==> src/rtl/lsu_mem_master.sv <==
// Data-memory initiator: one load/store at a time, RV32I extension on loads,
// read-modify-write for sub-word stores into a word-only RAM.
module lsu_mem_master #(
  parameter int ADDR_W = 32
) (
  input  logic              clk,
  input  logic              rst,
  input  logic              req_valid,
  output logic              req_ready,
  input  logic              req_we,
  input  logic [2:0]        req_funct3,
  input  logic [ADDR_W-1:0] req_addr,
  input  logic [31:0]       req_wdata,
  output logic              rsp_valid,
  output logic [31:0]       rsp_rdata,
  output logic              rsp_err,
  output logic              mem_we,
  output logic [ADDR_W-1:0] mem_A,
  output logic [31:0]       mem_WD,
  input  logic [31:0]       mem_RD
);

  localparam logic [1:0] S_IDLE   = 2'd0;
  localparam logic [1:0] S_ACCESS = 2'd1;
  localparam logic [1:0] S_WRITE  = 2'd2;
  localparam logic [1:0] S_RESP   = 2'd3;

  logic [1:0]        state;
  logic [ADDR_W-1:0] addr_q;
  logic [31:0]       wdata_q;
  logic [31:0]       merge_q;
  logic [31:0]       rdata_q;
  logic [2:0]        f3_q;
  logic              we_q;
  logic              err_q;

  logic              bad_f3;
  logic              misal;
  logic              req_err;
  logic              is_sw;
  logic [7:0]        byte_v;
  logic [15:0]       half_v;
  logic [31:0]       ext_v;
  logic [31:0]       merge_v;

  always_comb begin
    if (req_we)
      bad_f3 = (req_funct3 > 3'b010);
    else
      bad_f3 = (req_funct3 == 3'b011) || (req_funct3[2:1] == 2'b11);
    misal = ((req_funct3[1:0] == 2'b01) && req_addr[0])
         || ((req_funct3[1:0] == 2'b10) && (req_addr[1:0] != 2'b00));
    req_err = bad_f3 || misal;
  end

  assign is_sw = we_q && (f3_q == 3'b010);

  always_comb begin
    unique case (addr_q[1:0])
      2'd0: byte_v = mem_RD[7:0];
      2'd1: byte_v = mem_RD[15:8];
      2'd2: byte_v = mem_RD[23:16];
      default: byte_v = mem_RD[31:24];
    endcase
    half_v = addr_q[1] ? mem_RD[31:16] : mem_RD[15:0];
    unique case (f3_q)
      3'b000: ext_v = {{24{byte_v[7]}}, byte_v};
      3'b100: ext_v = {24'd0, byte_v};
      3'b001: ext_v = {{16{half_v[15]}}, half_v};
      3'b101: ext_v = {16'd0, half_v};
      default: ext_v = mem_RD;
    endcase
  end

  // Splice the store lane into the word just read.
  always_comb begin
    merge_v = mem_RD;
    if (f3_q[0])
      merge_v[{addr_q[1], 4'd0} +: 16] = wdata_q[15:0];
    else
      merge_v[{addr_q[1:0], 3'd0} +: 8] = wdata_q[7:0];
  end

  assign req_ready = (state == S_IDLE);
  assign rsp_valid = (state == S_RESP);
  assign rsp_err   = (state == S_RESP) && err_q;
  assign rsp_rdata = rdata_q;
  assign mem_A     = {addr_q[ADDR_W-1:2], 2'b00};

  // Gated by rst so a reset during WRITE never commits the pending word.
  assign mem_we = !rst && (((state == S_ACCESS) && is_sw)
                         || (state == S_WRITE));
  assign mem_WD = !mem_we ? 32'd0
                : (state == S_WRITE) ? merge_q : wdata_q;

  always_ff @(posedge clk) begin
    if (rst) begin
      state   <= S_IDLE;
      addr_q  <= '0;
      wdata_q <= '0;
      merge_q <= '0;
      rdata_q <= '0;
      f3_q    <= '0;
      we_q    <= 1'b0;
      err_q   <= 1'b0;
    end else begin
      unique case (state)
        S_IDLE: begin
          if (req_valid) begin
            addr_q  <= req_addr;
            wdata_q <= req_wdata;
            we_q    <= req_we;
            f3_q    <= req_funct3;
            err_q   <= req_err;
            if (req_err) begin
              rdata_q <= '0;
              state   <= S_RESP;
            end else begin
              state <= S_ACCESS;
            end
          end
        end
        S_ACCESS: begin
          if (!we_q) begin
            rdata_q <= ext_v;
            state   <= S_RESP;
          end else if (is_sw) begin
            rdata_q <= '0;
            state   <= S_RESP;
          end else begin
            merge_q <= merge_v;
            state   <= S_WRITE;
          end
        end
        S_WRITE: begin
          rdata_q <= '0;
          state   <= S_RESP;
        end
        default: state <= S_IDLE;
      endcase
    end
  end

endmodule
==> config.mk <==
export PLATFORM = sky130hd
export DESIGN_NAME = lsu_mem_master
export DESIGN_NICKNAME = d
export VERILOG_FILES = /design/src/rtl/lsu_mem_master.sv
export SDC_FILE = /design/constraint.sdc
export NUM_CORES = 1
export LEC_CHECK = 0
export CAP_MARGIN = 5
export CORE_AREA = 2 2 135 137
export DETAILED_ROUTE_END_ITERATION = 6
export DIE_AREA = 0 0 137 139
export GPL_ROUTABILITY_DRIVEN = 0
export PLACE_DENSITY = 0.78
export SLEW_MARGIN = 20
export SYNTH_ARGS = -nofsm -noshare
export SYNTH_HDL_FRONTEND = slang
export SYNTH_SLANG_ARGS = --single-unit
==> constraint.sdc <==
create_clock -name clk -period 3.6 [get_ports clk]
set_input_delay 0.72 -clock clk [delete_from_list [all_inputs] [get_ports clk]]
set_output_delay 0.72 -clock clk [all_outputs]
set_load 0.005 [all_outputs]
Word level (Yosys, flattened, before mapping)
Index checks and enable logic that the tools add are counted.

Magnitude comparators: 1. Bitwise operators: 1. Add/subtract/negate cells: 2. Shift operators: 4. Reduce and logical (&&, ||, !) cells: 19. Divide/modulo/power cells: 0. Eq/ne operators: 16. Mux-type cells: 19. $mul: 0.

Operators with widths (count): $mux 32 (7); $pmux 32 s4 (1); $pmux 32 s3 (1); $bwmux 32 (2); $shift 16x7->32 const A (1); $shift 8x7->32 const A (1); $shiftx 16x7->32 (1); $shiftx 8x7->32 (1); $pmux 8 s3 (1); $mux 16 (1); $neg 5->7 (2); $eq 2x2->1 const B (5); $eq 2x1->1 const B (3); $eq 3x2->1 const B (2); $eq 3x3->1 const B (2); $logic_and 1x1->1 (6); $pmux 2 s3 (1); $logic_not 2->1 (2); $logic_or 1x1->1 (4); $mux 2 (2); $reduce_and 4->1 (1); $eq 3x1->1 const B (1); $gt 3x2->1 const B (1); $logic_not 3->1 (1); other kinds (10) (12).

Memories kept: 0. Output and inout port bits: 100. Bits in registers: 135. ROM bits: 0. RAM bits: 0. Latch bits: 0. Word-level logic and storage cells: 70.

Depth between registers and ports, before layout
Depth after elaboration: 7. Depth in mapped cells: 11.

Worst setup path after synthesis
Ideal clock, no wire load.

Path type: register to register. Start: register addr_q[1]. End: register rdata_q[20] (netlist: rsp_rdata[20]). Library setup time: 0.117 ns. Data arrival time: 2.336 ns. Stages on the path, launching flop included: 12. Setup slack: 1.147 ns. Path buffers: 5. Cell sequence: dfxtp_1 buf_4 buf_2 buf_2 inv_1 ha_1 buf_6 a22o_1 o211ai_2 a2111oi_4 buf_6 a22o_1.

Longest elaborated chain between the ends: 5.

Ends and longest elaborated chain: start, declared (line 29) `logic [ADDR_W-1:0] addr_q;`; start signal, assigned (line 110) `addr_q <= req_addr;`; $eq 2x2->1, or another cell as far along (line 59) `unique case (addr_q[1:0])`; $pmux 8 s3 (line 59); $pmux 32 s4 * (line 66) `unique case (f3_q)`; $mux 32 * (line 124) `if (!we_q) begin`; $pmux 32 s3 * (line 107) `unique case (state)`; end signal, assigned (line 125) `rdata_q <= ext_v;`; end, declared (line 32) `logic [31:0] rdata_q;`.

Every way passes the cells marked *; elsewhere a longest branch is shown, timed or not. A chain may end at the register's enable or synchronous reset.

Final worst setup path
Start: register state[0]. End: output port mem_WD[29].

Longest elaborated chain between the ends: 5.

Ends and longest elaborated chain: start, declared (line 28) `logic [1:0] state;`; start signal, assigned (line 98) `state <= S_IDLE;`; start signal, assigned (line 117) `state <= S_RESP;`; start signal, assigned (line 119) `state <= S_ACCESS;`; $eq 2x1->1 (line 91) `assign mem_we = !rst && (((state == S_ACCESS) && is_sw)`; $logic_and 1x1->1 (line 91); $logic_or 1x1->1 (line 92) `|| (state == S_WRITE));`; $logic_and 1x1->1 (line 91); $mux 32 * (line 93) `assign mem_WD = !mem_we ? 32'd0`; end, declared (line 19) `output logic [31:0] mem_WD,`.

Marked as above.

==> impl_summary.txt <==
----------------------------------------------------
[GRT]
  Via count of the first global-routing pass ... 6210
  Maximum number of pins on one net before global-route repair ... 97
  Overall routing resource usage ... 0.222
  Leftover overflow at the end of global routing ... 0
  Wire length of the first global-routing pass ... 33.2 mm
  Number of antenna violations at the first check in global routing ... 0

[Yosys]
  Synth unique cells ... between 50 and 60
  Main flop type after synthesis ... sky130_fd_sc_hd__dfxtp_1
  Number of enable flip-flop cells after synthesis ... 0
  Gate count of the mapped netlist ... 852
  Share of flip-flops with an asynchronous set or reset ... 0
  Post-synthesis cell area ... 0.00694 mm2
  Post-synthesis sequential area ratio ... 0.389
  Number of synthesis warnings ... 0
  Mean cell area of the mapped netlist ... 8.15 um2
  Synth Register Bits ... 135

[Setup path]
  Data arrival, critical path ... 2560 ps
  Largest driver fanout on the critical path ... 33
  Endpoint required time on the critical path ... 2880 ps
  Setup CP Type ... flip-flop to primary output
  Buf+Inv Stages, Crit Path ... 3
  Crit start category ... flip-flop
  Critical Path Slowest Stage Cell ... sky130_fd_sc_hd__ha_2
  Max incr delay on CP ... 610 ps
  Crit-path leading delay family ... buffers and inverters
  Critical path cell sequence ... inv_1, ha_2, o21bai_2, buf_4, nor2_1, clkdlybuf4s50_1
  Sort of element at the end of the critical path ... primary output

[Route]
  Post-route antenna net violation count ... 0
  Drt first pass iters ... 6
  DR iter-0 viols ... 560
  Post-detailed-route wirelength per cell ... 17.7 um
  Overall via count from detail_route ... 6724
  Drt via density ... roughly 5.5
  Routed Wire Length ... 21.6 mm
  Remaining DRCs ... 0

[Die]
  Initial Util ... 0.393
  Floorplan die area ... between 0.015 and 0.02 mm2
  Die Span Y ... 139 um
  Std-Cell Core Area ... about 0.018 mm2
  Count of boundary I/O pins ... 203
  Die outline width ... approximately 140 um
  Rows ... between 40 and 50

[Final layout]
  Number of inserted diodes ... 0
  P&R area growth vs syn ... 35.4%
  Total number of nets in the final design ... 1095
  # fillers ... 1664
  Area of the multi-input gates ... 0.00365 mm2
  Commonest cells after routing, fill and taps aside ... sky130_fd_sc_hd__clkdlybuf4s50_1 (199), sky130_fd_sc_hd__nand2_1 (161), sky130_fd_sc_hd__dfxtp_1 (133), sky130_fd_sc_hd__a21oi_1 (104), sky130_fd_sc_hd__nor2_1 (69)
  Share of post-route cells with drive strength above 1 ... 0.0633
  Register area ... 0.00271 mm2
  Most frequent standard cell in the layout excluding fill and tap cells ... sky130_fd_sc_hd__clkdlybuf4s50_1
  Post-layout util ... 0.532

[Timing]
  Final critical delay including setup and external delays ... 3280 ps
  Final Max Slew Viols ... 0
  Fmax ... 305 MHz
  Number of setup violations in the final report ... 0
  Unrepaired setup endpoints after global routing ... false
  Hold Violations, Final ... 0
  Tightest slew margin relative to the limit ... 0.318
  Setup Skew ... approximately 5.5 ps
  Worst slew pin tran ... between 1000 and 1500 ps
  Sum of negative setup slack ... 0 ps
  Period Utilization, post-route ... 0.911

[Clock network]
  CTS HTree Levels ... 4
  Root Buffer Master ... sky130_fd_sc_hd__clkbuf_16
  Clk_lat worst skew ... 420 ps
  CTS clock-pin slew for the worst setup and hold paths ... 50 ps
  Number of buffers inserted during clock tree synthesis ... 17
  CTS-repair resized insts ... 0
  Maximum root-to-sink buffer count ... 2
  Post-CTS Setup Inserts ... 0
  TritonCTS Sinks ... 135
  Number of buffers added to fix hold violations after cts ... 0
  TritonCTS clock tree ... done

[Placed design]
  Number of buffers added on ports ... 200
  DP HPWL ... 15.3 mm

[Hold path]
  Path type of the worst min-delay path ... flip-flop to flip-flop

[Power and ir drop]
  Power Dens Cells ... 585 mW/mm2
  Worst supply voltage drop on vdd ... 0.000344 V
  Static leakage ... 3.27 nW

[Outcome]
  Status ... finished clean

[Flow run]
  Count of max-cap constraint violations ... 0

----------------------------------------------------
[final timing paths]
check | start | endpoint | slack (ps) | cells after the start
max | state[0] | mem_WD[29] | 320 | 6
min | addr_q[4] | addr_q[4] | 450 | 2
max reg2reg | addr_q[1] | rsp_rdata[30] | 750 | 5
min reg2reg | addr_q[4] | addr_q[4] | 450 | 2
[cells in the mapped netlist (2+ instances only)]
cell type | number | area share
sky130_fd_sc_hd__nor3b_1 | 4 | 0.0043
sky130_fd_sc_hd__inv_1 | 14 | 0.0076
sky130_fd_sc_hd__or3b_1 | 2 | 0.0025
sky130_fd_sc_hd__a32o_1 | 13 | 0.019
sky130_fd_sc_hd__or3_1 | 6 | 0.0054
sky130_fd_sc_hd__buf_2 | 17 | 0.012
sky130_fd_sc_hd__o21a_1 | 2 | 0.0022
sky130_fd_sc_hd__a22o_1 | 19 | 0.024
sky130_fd_sc_hd__a21oi_1 | 104 | 0.075
sky130_fd_sc_hd__buf_4 | 36 | 0.039
sky130_fd_sc_hd__nor3_2 | 2 | 0.0029
sky130_fd_sc_hd__ha_1 | 9 | 0.016
sky130_fd_sc_hd__o31ai_1 | 2 | 0.0022
sky130_fd_sc_hd__dfxtp_1 | 135 | 0.39
sky130_fd_sc_hd__clkbuf_1 | 38 | 0.021
sky130_fd_sc_hd__a22oi_1 | 6 | 0.0065
sky130_fd_sc_hd__nor2b_1 | 8 | 0.0072
sky130_fd_sc_hd__o21ai_0 | 10 | 0.0072
sky130_fd_sc_hd__buf_1 | 8 | 0.0043
sky130_fd_sc_hd__nor2_1 | 69 | 0.037
sky130_fd_sc_hd__buf_6 | 2 | 0.0032
sky130_fd_sc_hd__and2_1 | 3 | 0.0027
sky130_fd_sc_hd__mux2i_1 | 54 | 0.078
sky130_fd_sc_hd__nor3_1 | 17 | 0.012
sky130_fd_sc_hd__nand2_1 | 162 | 0.088
sky130_fd_sc_hd__a211o_1 | 16 | 0.020
sky130_fd_sc_hd__nand2b_1 | 31 | 0.028
sky130_fd_sc_hd__a221oi_1 | 38 | 0.048
[through the flow]
stage          hold slack [ps]  cell area (um2)  setup WS, ps  instances  total power, W
3_3_place_gp               441             8820           768       1193         0.00377
3_5_place_dp               446             8820           689       1193         0.00381
6_report                   450             9400           321       1225         0.00549
4_1_cts                    453             9400           290       1225         0.00551
5_1_grt                    469             9400           174       1225         0.00579
2_1_floorplan              436             6950          1150        853         0.00313
[area by class of cell]
cell class / instances / area share
Sequential cell: 135 / 0.288
Tap cell: 229 / 0.0305
Clock buffer: 23 / 0.0509
Multi-Input combinational cell: 601 / 0.388
Clock inverter: 9 / 0.0105
Inverter: 15 / 0.00599
Timing Repair Buffer: 213 / 0.226
[tightest hold or removal path, stage by stage (launching register included)]
cell	delay, ps
sky130_fd_sc_hd__dfxtp_1	300
sky130_fd_sc_hd__nand2_1	50
sky130_fd_sc_hd__a21oi_1	50
[sequential cells by signal, summed over array words and instances (netlist names)]
signal     flops
addr_q        32
merge_q       32
err_q          1
wdata_q       32
f3_q           3
state          2
we_q           1
rsp_rdata     32
[report_power, final]
group	leakage [nW]	internal (W)	switching [W]
logic	1.88	0.000862	0.00104
clock network	0.290	0.00107	0.000631
registers	1.10	0.00172	0.000179
[layer usage]
layer / global-route usage / vias to the layer above / share of wire
met5: 0 / - / 0
met4: 0.0722 / 0 / 0.022
li1: - / 3206 / -
met3: 0.0691 / 46 / 0.098
met2: 0.350 / 342 / 0.46
met1: 0.288 / 3130 / 0.42
[kinds of logic (layout without fill, tap and decap cells)]
family,Yosys count,after routing,share of synthesized area
simple gates,311,311,0.199
compound gates,223,223,0.225
flops,135,135,0.389
buf+inv,117,260,0.0881
mux,56,56,0.0816
fa+ha+maj,9,9,0.0162
other cells,1,2,0.000540
Note: power is estimated with default switching activity, not from simulation.
